$ cat src/rtl/display_scan_ctrl.sv
// display_scan_ctrl: time-multiplexed N-digit 7-segment scan controller.
// Blanking gap between digits; updates are double-buffered and committed at
// frame boundaries (or immediately while disabled) so frames never tear.
// Optional feature macro: DISP_BLINK_EN (per-digit blink on a frame-count phase).
module display_scan_ctrl #(
  parameter int unsigned NUM_DIGITS   = 4,
  parameter int unsigned DWELL_CYCLES = 100000,
  parameter int unsigned BLANK_CYCLES = 1000,
  parameter int unsigned MAX_STATE    = 5,
  parameter int unsigned BLINK_FRAMES = 125
) (
  input  logic                      clk,
  input  logic                      rst_n,
  input  logic                      en,
  input  logic                      upd_valid,
  output logic                      upd_ready,
  input  logic [4*NUM_DIGITS-1:0]   upd_states,
  input  logic [NUM_DIGITS-1:0]     blink_mask,
  output logic [NUM_DIGITS-1:0]     anode,
  output logic [3:0]                display_state,
  output logic                      frame_tick
);

  localparam int unsigned CNT_MAX    = (DWELL_CYCLES > BLANK_CYCLES) ? DWELL_CYCLES : BLANK_CYCLES;
  localparam int unsigned CW         = (CNT_MAX > 1) ? $clog2(CNT_MAX) : 1;
  localparam int unsigned IW         = (NUM_DIGITS > 1) ? $clog2(NUM_DIGITS) : 1;
  localparam int unsigned DWELL_LAST = DWELL_CYCLES - 1;
  localparam int unsigned BLANK_LAST = (BLANK_CYCLES == 0) ? 0 : BLANK_CYCLES - 1;
  localparam int unsigned DIGIT_LAST = NUM_DIGITS - 1;

  typedef enum logic {
    ST_BLANK = 1'b0,
    ST_DRIVE = 1'b1
  } state_e;

  state_e                         state_q, state_d;
  logic [CW-1:0]                  cnt_q, cnt_d;
  logic [IW-1:0]                  idx_q, idx_d;
  logic [NUM_DIGITS-1:0][3:0]     active_q, active_d;
  logic [NUM_DIGITS-1:0][3:0]     shadow_q, shadow_d;
  logic [NUM_DIGITS-1:0][3:0]     clamped_c;
  logic                           pending_q, pending_d;
  logic                           boundary_c;
  logic                           phase_d;
  logic                           blink_off_c;

  logic [NUM_DIGITS-1:0]          anode_d;
  logic [3:0]                     display_state_d;
  logic                           frame_tick_d;
  logic                           upd_ready_d;

  // Clamp incoming digit values the cathode decoder cannot show to 0.
  always_comb begin
    clamped_c = '0;
    for (int i = 0; i < int'(NUM_DIGITS); i++) begin
      clamped_c[i] = (upd_states[4*i +: 4] > 4'(MAX_STATE)) ? 4'd0 : upd_states[4*i +: 4];
    end
  end

  // Scan FSM next state, digit index, and double-buffered digit contents.
  always_comb begin
    state_d    = state_q;
    cnt_d      = cnt_q;
    idx_d      = idx_q;
    active_d   = active_q;
    shadow_d   = shadow_q;
    pending_d  = pending_q;
    boundary_c = 1'b0;

    if (!en) begin
      state_d = ST_BLANK;
      cnt_d   = '0;
      if (pending_q) begin
        active_d  = shadow_q;
        pending_d = 1'b0;
      end
    end else begin
      unique case (state_q)
        ST_BLANK: begin
          if (BLANK_CYCLES == 0 || cnt_q == CW'(BLANK_LAST)) begin
            state_d = ST_DRIVE;
            cnt_d   = '0;
          end else begin
            cnt_d = cnt_q + CW'(1);
          end
        end
        ST_DRIVE: begin
          if (cnt_q == CW'(DWELL_LAST)) begin
            cnt_d   = '0;
            state_d = (BLANK_CYCLES == 0) ? ST_DRIVE : ST_BLANK;
            if (idx_q == IW'(DIGIT_LAST)) begin
              idx_d      = '0;
              boundary_c = 1'b1;
            end else begin
              idx_d = idx_q + IW'(1);
            end
          end else begin
            cnt_d = cnt_q + CW'(1);
          end
        end
        default: state_d = ST_BLANK;
      endcase

      if (boundary_c && pending_q) begin
        active_d  = shadow_q;
        pending_d = 1'b0;
      end
    end

    // Accept only while nothing is pending, so a capture never overlaps a commit.
    if (upd_valid && !pending_q) begin
      shadow_d  = clamped_c;
      pending_d = 1'b1;
    end
  end

`ifdef DISP_BLINK_EN
  localparam int unsigned BW = (BLINK_FRAMES > 1) ? $clog2(BLINK_FRAMES) : 1;

  logic [BW-1:0] bcnt_q, bcnt_d;
  logic          phase_q;

  // Blink phase toggles after every BLINK_FRAMES frame boundaries.
  always_comb begin
    bcnt_d  = bcnt_q;
    phase_d = phase_q;
    if (boundary_c) begin
      if (bcnt_q == BW'(BLINK_FRAMES - 1)) begin
        bcnt_d  = '0;
        phase_d = ~phase_q;
      end else begin
        bcnt_d = bcnt_q + BW'(1);
      end
    end
  end

  // Blink counter and phase registers.
  always_ff @(posedge clk or negedge rst_n) begin
    if (!rst_n) begin
      bcnt_q  <= '0;
      phase_q <= 1'b0;
    end else begin
      bcnt_q  <= bcnt_d;
      phase_q <= phase_d;
    end
  end
`else
  logic blink_unused;
  assign phase_d      = 1'b0;
  assign blink_unused = ^blink_mask;
`endif

  // Output values for the state being entered on this edge.
  always_comb begin
    anode_d     = '1;
    blink_off_c = 1'b0;
`ifdef DISP_BLINK_EN
    blink_off_c = phase_d & blink_mask[idx_d];
`endif
    if (state_d == ST_DRIVE && !blink_off_c) begin
      anode_d[idx_d] = 1'b0;
    end
    display_state_d = active_d[idx_d];
    frame_tick_d    = boundary_c;
    upd_ready_d     = ~pending_d;
  end

  // State, data and output registers.
  always_ff @(posedge clk or negedge rst_n) begin
    if (!rst_n) begin
      state_q       <= ST_BLANK;
      cnt_q         <= '0;
      idx_q         <= '0;
      active_q      <= '0;
      shadow_q      <= '0;
      pending_q     <= 1'b0;
      anode         <= '1;
      display_state <= 4'd0;
      frame_tick    <= 1'b0;
      upd_ready     <= 1'b1;
    end else begin
      state_q       <= state_d;
      cnt_q         <= cnt_d;
      idx_q         <= idx_d;
      active_q      <= active_d;
      shadow_q      <= shadow_d;
      pending_q     <= pending_d;
      anode         <= anode_d;
      display_state <= display_state_d;
      frame_tick    <= frame_tick_d;
      upd_ready     <= upd_ready_d;
    end
  end

endmodule
$ cat config.mk
export PLATFORM = sky130hd
export DESIGN_NAME = display_scan_ctrl
export DESIGN_NICKNAME = d
export VERILOG_FILES = /design/src/rtl/display_scan_ctrl.sv
export SDC_FILE = /design/constraint.sdc
export NUM_CORES = 1
export LEC_CHECK = 0
export ABC_AREA = 0
export BUFFER_PORTS_ARGS = -buffer_cell sky130_fd_sc_hd__buf_2
export CAP_MARGIN = 20
export CORE_MARGIN = 2
export CORE_UTILIZATION = 35
export DETAILED_ROUTE_END_ITERATION = 12
export GPL_TIMING_DRIVEN = 0
export MAX_ROUTING_LAYER = met4
export PLACE_DENSITY = 0.52
export SYNTH_ARGS = -nofsm -noshare
export SYNTH_HDL_FRONTEND = slang
export SYNTH_SLANG_ARGS = --single-unit
$ cat constraint.sdc
create_clock -name clk -period 3 [get_ports clk]
set_input_delay 0.15 -clock clk [delete_from_list [all_inputs] [get_ports clk]]
set_output_delay 0.15 -clock clk [all_outputs]
set_load 0.01 [all_outputs]
### Yosys cells after proc, flatten, opt, wreduce, memory -nomap -nowiden

Index checks and enable logic that the tools add are counted.

* input bits: 24
* memories: 0
* bits in writable memories: 0
* bits in read-only memories: 0
* bits in latches: 0
* flip-flop bits (word level): 63

* divide/modulo/power cells: 0
* reduce and logical (&&, ||, !) cells: 4
* order comparisons: 6
* bitwise operators: 3
* multipliers: 0
* add/subtract/negate cells: 2
* mux-type cells: 32
* equal/unequal tests: 3
* shift-type cells: 0

Operators by type and width (number)
* $mux 17: 3
* $mux 16: 3
* $pmux 17 s2: 1
* $mux 4: 6
* $add 17x1->17 const B: 1
* $eq 17x10->1 const B: 1
* $eq 17x17->1 const B: 1
* $gt 4x3->1 const B: 4
* $mux 1: 12
* $bmux 4 s2: 1
* $mux 2: 4
* $not 4->4: 1
* $logic_and 1x1->1: 3
* $lt 2x3->1 const B: 1
* $add 2x1->2 const B: 1
* $demux 1 s2: 1
* $eq 2x2->1 const B: 1
* $ge 2x1->1 const B: 1
* $not 1->1: 2
* $pmux 1 s2: 1
* $logic_not 1->1: 1

### Logic depth before layout (Yosys ltp)

Gate-level depths: netlist of the first run.

* word-level depth: 11
* mapped depth: 7

### Least setup slack after synthesis of the first run

No wires, ideal clock.

* path type: register to register
* start point: reg cnt_q[11]
* end point: reg display_state[0]
* required time: 2862 ps
* buffers on the path: 0
* library setup time: 138 ps
* path slack: 419 ps
* arrival time: 2443 ps
* stages on the path, launching flop included: 6
* period minus slack after synthesis: 2581 ps
* cell sequence: dfrtp_1 -> or4_4 -> nor4_2 -> and3_4 -> mux2i_2 -> mux4_2

* longest elaborated chain between the ends: 9
* elaborated cells between the ends (all ways): 12

Ends and longest elaborated chain
* from (decl): RTL line 37 `logic [CW-1:0] cnt_q, cnt_d;`
* from (signal assigned): RTL line 183 `cnt_q <= cnt_d;`
* $eq 17x17->1 *: RTL line 88 `if (cnt_q == CW'(DWELL_LAST)) begin`
* $mux 1: RTL line 88
* $mux 1: RTL line 78 `unique case (state_q)`
* $mux 1: RTL line 70 `if (!en) begin`
* $logic_and 1x1->1: RTL line 104 `if (boundary_c && pending_q) begin`
* $mux 16: RTL line 104
* $mux 16: RTL line 70
* $bmux 4 s2 *: RTL line 163 `display_state_d = active_d[idx_d];`
* $mux 4 (not written as such) *: RTL line 163
* net display_state_d[0]: RTL line 48 `logic [3:0] display_state_d;`
* to (signal assigned): RTL line 189 `display_state <= display_state_d;`
* to (decl): RTL line 20 `output logic [3:0] display_state,`

The timed path passes the listed nets; every way through them passes the cells marked *. The select of a mux whose other input is x is not followed.
A chain may end at the register's enable or synchronous reset.

### Worst setup path in the final report of the first run

* start point: reg cnt_q[11]
* end point: reg display_state[2]

Same word-level chain as after synthesis.

==> results of run 1 <==
[sequential cells by signal, summed over array words and instances (netlist names), 2 cells and up]
| signal | cells |
|---|---|
| cnt_q | 17 |
| active_q | 16 |
| shadow_q | 16 |
| anode | 4 |
| display_state | 4 |
| idx_q | 2 |
[logic make-up (layout without fill, tap and decap cells)]
family | Yosys count | count (layout) | synth area share
buf+inv | 13 | 59 | 0.0208
flops | 63 | 63 | 0.585
mux | 22 | 22 | 0.110
simple gates | 97 | 97 | 0.185
fa+ha+maj | 2 | 2 | 0.00924
compound gates | 17 | 17 | 0.0416
xor+xnor | 15 | 15 | 0.0485
[report_power, final]
group          total, mW  leakage (nW)  switching (mW)  internal, mW
sequential         0.942         0.844          0.0244         0.918
clock              0.802         0.109           0.318         0.483
combinational      0.184         0.526          0.0956        0.0884
[worst register-to-register path, delay by kind of cell (launching register included)]
kind	cells	cell delay, ns
and+or+nand+nor	3	1.26
DFF	1	0.43
muxes	2	0.95
[cell type report]
| cell class | instances | area [um2] |
|---|---|---|
| well taps | 102 | 128 |
| inverters | 8 | 30.0 |
| clock buffers | 11 | 141 |
| clock inverters | 4 | 70.1 |
| flip-flops and latches | 63 | 1580 |
| repair buffers | 31 | 175 |
| multi-input cells | 153 | 1080 |
| fillers | 754 | 4370 |
| plain buffers | 5 | 26.3 |
[through the flow]
| stage | utilization | std cells | instance area (um2) | setup slack, ns | power (mW) |
|---|---|---|---|---|---|
| floorplan | - | 229 | 2710 | 0.419 | 1.06 |
| global placement | 0.392 | 360 | 2980 | 0.0741 | 1.14 |
| detailed placement | 0.394 | 361 | 3000 | 0.0909 | 1.15 |
| CTS | 0.423 | 377 | 3220 | 0.0487 | 1.95 |
| global route | 0.426 | 377 | 3240 | 0.0963 | 2.02 |
| finish | 0.426 | 377 | 3240 | 0.224 | 1.93 |
[synth_stat cells, drive strengths merged, types with 2 or more instances]
master / n / share of area
a21boi: 2 / 0.0055
a22o: 4 / 0.013
and2: 5 / 0.012
and3: 3 / 0.0088
clkbuf: 4 / 0.0055
dfrtp: 58 / 0.54
dfstp: 5 / 0.049
ha: 2 / 0.0092
inv: 8 / 0.011
mux2: 16 / 0.067
mux2i: 2 / 0.010
mux4: 4 / 0.033
nand2: 23 / 0.032
nand2b: 2 / 0.0046
nand3: 10 / 0.018
nand3b: 5 / 0.014
nand4: 6 / 0.014
nor2: 27 / 0.037
nor2b: 2 / 0.0046
nor3: 6 / 0.011
nor4: 4 / 0.014
o21ai: 9 / 0.017
xnor2: 6 / 0.019
xor2: 9 / 0.029
[layout by cell type, fill, tap and decap left out, types with 5 or more instances in the layout]
cell and count:
dfrtp_1 58, buf_2 29, nor2_1 27, nand2_1 23, mux2_2 16, nand3_1 10, clkbuf_8 10, xor2_1 9
inv_1 8, o21ai_0 8, nand4_1 6, nor3_1 6, xnor2_1 6, nand3b_1 5, clkbuf_1 5, and2_1 5
dfstp_2 5
[final timing paths]
check / start / endpoint / slack, ns / cells after the start
setup / recovery: cnt_q[11] / display_state[2] / 0.22 / 5
hold / removal: upd_states[1] / shadow_q[1] / 0.06 / 2
setup reg to reg: cnt_q[11] / display_state[2] / 0.22 / 5
hold reg to reg: shadow_q[0] / shadow_q[0] / 0.48 / 2
max in group asynchronous: rst_n / shadow_q[0] / 2.08 / 3
min in group asynchronous: rst_n / cnt_q[13] / 0.33 / 2
[routing by layer]
metal | vias up | GRT usage | wire length (um) | share of wire
met1 | 877 | 0.180 | 2470 | 0.48
met5 | - | - | 0 | 0
met4 | 0 | 0.0821 | 130 | 0.025
met3 | 11 | 0.0271 | 160 | 0.031
met2 | 33 | 0.194 | 2380 | 0.46
li1 | 876 | - | - | -
[repair_timing]
item	in CTS	in global routing
gates resized for setup	0	2
endpoints found under the setup margin	0	4
hold buffers	1	0
hold endpoints to repair	17	0
buffers inserted	0	0
==> impl_metrics.env, run 1 <==
export IMPL_yosysUniqueCellTypes=35
export IMPL_cp_required_ns=3.20
export IMPL_yosys_warnings=0
export IMPL_num_antenna_cells=0
export IMPL_area_delta_synth_final_pct=19.6
export IMPL_finClkSkew_ns=0.00669
export IMPL_drt_iter0_markers=56
export IMPL_routedWlPerCell_um=13.6
export IMPL_grt_util_all_layers=0.136
export IMPL_grt_pass1_wl_mm=8.40
export IMPL_hold_class="in2reg"
export IMPL_peakVddDrop_mv=0.222
export IMPL_grt_pass1_vias=1691
export IMPL_seq_area_frac_synth=0.585
export IMPL_num_rows=32
export IMPL_die_h_um=91.9
export IMPL_clk_pin_slew_ns=0.07
export IMPL_path_cells="or4_4, nor4_2, and3_4, mux2i_4, mux4_2"
export IMPL_slowest_stage="or4_4"
export IMPL_die_w_um=91.9
export IMPL_numCtsBuffers=9
export IMPL_finalSetupTns_ns=0
export IMPL_worstSetupPathType="reg2reg"
export IMPL_vias_per_cell=4.77
export IMPL_tightest_slew_ns=0.612
export IMPL_drv_slew=0
export IMPL_wl_mm=5.14
export IMPL_postSynthCellCount=229
export IMPL_die_area_um2=8450
export IMPL_finalNetCount=297
export IMPL_rsz0062_at_grt="false"
export IMPL_avgSynthCellArea_um2=11.8
export IMPL_place_gp_congestion=0.810
export IMPL_grt_overflow=0
export IMPL_core_um2=7610
export IMPL_final_antenna_net_count=0
export IMPL_grt_max_degree=42
export IMPL_setup_violations=0
export IMPL_clock_path_buffers=2
export IMPL_drive_gt1_frac=0.284
export IMPL_fmax_ghz=0.360
export IMPL_critPathMaxFanout=6
export IMPL_yosys_register_bits=63
export IMPL_finalHoldViolCount=0
export IMPL_synth_area_um2=2710
export IMPL_synth_nets=255
export IMPL_synthArstFlopShare=1.00
export IMPL_root_buffer="clkbuf_8"
export IMPL_p_per_area_nw_per_um2=595
export IMPL_drc=0
export IMPL_synth_edf_count=0
export IMPL_cts_sinks=63
export IMPL_finalCritPeriodShare=0.925
export IMPL_route_vias_total=1797
export IMPL_critPathArrivalTime_ns=2.98
export IMPL_dr_pass1_iters=4
export IMPL_end_kind="flip-flop"
export IMPL_io_buffers=29
export IMPL_start_util=0.356
export IMPL_status="completed"
export IMPL_cts_tree="built"
export IMPL_path_buf_inv=0
export IMPL_holdWs_ns=0.0562
export IMPL_dp_hpwl_mm=3.60
export IMPL_htreeDepth=3
export IMPL_cp_top_family="simple AND/OR/NAND/NOR gates"
export IMPL_start_kind="flip-flop"
export IMPL_slowest_delay_ns=0.59
export IMPL_io_pins=34
export IMPL_relSlewSlack=0.589
export IMPL_cap_violations=0
export IMPL_antenna_found_initial=0
export IMPL_period_minus_slack_ns=2.78
export IMPL_p_leak_nw=1.48
export IMPL_ys_flop_type="dfrtp_1"
export IMPL_clk_latency_ns=0.34
Power figures use the tool's default switching activity.
==> run 2: changes to the inputs <==
--- a/config.mk
+++ b/config.mk
@@ -9,11 +9,12 @@
 export BUFFER_PORTS_ARGS = -buffer_cell sky130_fd_sc_hd__buf_2
 export CAP_MARGIN = 20
 export CORE_MARGIN = 2
-export CORE_UTILIZATION = 35
+export CORE_UTILIZATION = 30
 export DETAILED_ROUTE_END_ITERATION = 12
 export GPL_TIMING_DRIVEN = 0
 export MAX_ROUTING_LAYER = met4
-export PLACE_DENSITY = 0.52
+export PLACE_DENSITY = 0.46
+export SKIP_LAST_GASP = 1
 export SYNTH_ARGS = -nofsm -noshare
 export SYNTH_HDL_FRONTEND = slang
 export SYNTH_SLANG_ARGS = --single-unit
==> run 2 against run 1 <==
- combinational power fell by 2%
- via count fell by 1.7%
- cell count up 1.3%
- register-to-register slack improved by 0.02 ns
- maximum frequency rose by 0.85%
- count of clock-buffer cells in the layout is 2 higher
- sequential cell count did not move
- core utilization down 5.5 points
- sequential power hardly changed
- critical path depth stayed put
- power down 0.89%
- largest cell class unchanged
==> impl_metrics.env, run 2 (synthesized netlist as in run 1, its figures left out) <==
export IMPL_setup_ws_ns=0.247
export IMPL_drive_gt1_frac=0.285
export IMPL_finalCritPeriodShare=0.918
export IMPL_path_cells="or4_4, nor4_2, and3_4, mux2i_4, mux4_2"
export IMPL_crit_start="cnt_q[11]"
export IMPL_finClkSkew_ns=0.00794
export IMPL_fmax_ghz=0.363
export IMPL_holdWs_ns=0.0749
export IMPL_finalNetCount=296
export IMPL_final_antenna_net_count=0
export IMPL_die_area_um2=9800
export IMPL_r2r_start="cnt_q[11]"
export IMPL_io_pins=34
export IMPL_finalSetupTns_ns=0
export IMPL_final_common_cell="dfrtp_1"
export IMPL_grt_max_degree=64
export IMPL_start_util=0.310
export IMPL_grt_pass1_vias=1818
export IMPL_p_total_mw=1.91
export IMPL_reg_largest_list="cnt_q: 17 flops, active_q: 16 flops, shadow_q: 16 flops"
export IMPL_place_gp_congestion=0.758
export IMPL_cts_sinks=63
export IMPL_design_area_um2=3230
export IMPL_largest_register_ffs=17
export IMPL_placed_area_um2=2990
export IMPL_vias_per_cell=4.63
export IMPL_status="completed"
export IMPL_antenna_found_initial=0
export IMPL_drv_slew=0
export IMPL_num_antenna_cells=0
export IMPL_numCtsBuffers=9
export IMPL_dr_pass1_iters=4
export IMPL_slowest_stage="or4_4"
export IMPL_hold_start="upd_states[1]"
export IMPL_cp_required_ns=3.20
export IMPL_final_cell_mix="dfrtp_1, buf_2, nor2_1"
export IMPL_grt_util_all_layers=0.125
export IMPL_start_kind="flip-flop"
export IMPL_relSlewSlack=0.467
export IMPL_dp_cells=366
export IMPL_slowest_delay_ns=0.58
export IMPL_die_h_um=99.0
export IMPL_clock_path_buffers=2
export IMPL_wl_mm=5.39
export IMPL_p_leak_nw=1.47
export IMPL_die_w_um=99.0
export IMPL_drc=0
export IMPL_drt_iter0_markers=45
export IMPL_critPathMaxFanout=6
export IMPL_routedWlPerCell_um=14.1
export IMPL_post_route_util=0.371
export IMPL_io_buffers=29
export IMPL_grt_pass1_wl_mm=9.14
export IMPL_cap_violations=0
export IMPL_end_kind="flip-flop"
export IMPL_setup_violations=0
export IMPL_dp_hpwl_mm=3.61
export IMPL_pre_cts_ws_ns=0.0533
export IMPL_layout_cells_non_filler=382
export IMPL_clk_pin_slew_ns=0.07
export IMPL_num_rows=34
export IMPL_worstSetupPathType="reg2reg"
export IMPL_clk_latency_ns=0.33
export IMPL_cts_tree="built"
export IMPL_htreeDepth=3
export IMPL_rsz0062_at_grt="false"
export IMPL_hold_class="in2reg"
export IMPL_grt_overflow=0
export IMPL_root_buffer="clkbuf_8"
export IMPL_area_delta_synth_final_pct=19.5
export IMPL_cts_setup_buffers=0
export IMPL_peakVddDrop_mv=0.199
export IMPL_top_register="cnt_q"
export IMPL_route_vias_total=1767
export IMPL_period_minus_slack_ns=2.75
export IMPL_tightest_slew_ns=0.799
export IMPL_core_um2=8720
export IMPL_critPathArrivalTime_ns=2.95
export IMPL_p_per_area_nw_per_um2=591
export IMPL_finalHoldViolCount=0
run 2: routing by layer:
layer  track usage  vias up  routed length [um]
met5             -        -                   0
met1         0.179      855                2810
li1              -      873                   -
met3        0.0255        9                 169
met2         0.161       30                2300
met4        0.0727        0                 107
run 2: power breakdown:
| part | internal, mW | switching [mW] |
|---|---|---|
| clock network | 0.470 | 0.318 |
| logic | 0.0859 | 0.0943 |
| registers | 0.918 | 0.0244 |
run 2: worst max-delay path: cells and delay by family, from the launching register on:
family        cells  cell delay [ns]
mux               2             0.96
simple gates      3             1.22
flops             1             0.43
run 2: final timing paths:
check                           depth (start not counted)  slack, ns                to
worst max-delay path                                    5       0.25  display_state[0]
worst min-delay path                                    2       0.07       shadow_q[1]
worst max register to register                          5       0.25  display_state[0]
worst min register to register                          2       0.48       shadow_q[8]
max in group asynchronous                               2       2.03      active_q[12]
min in group asynchronous                               2       0.45         cnt_q[13]
run 2: cell type report:
type	count	area [um2]
fill	859	5490
clock buffer	13	179
timing repair buffer	30	158
multi-input combinational	153	1080
inverter	8	30.0
sequential	63	1580
buffer	5	26.3
clock inverter	2	37.5
tap	108	135
run 2: repair_timing:
item,CTS,global route
endpoints found under the setup margin,0,4
resized for setup,0,2
hold buffers,1,0
hold endpoints to repair,58,0
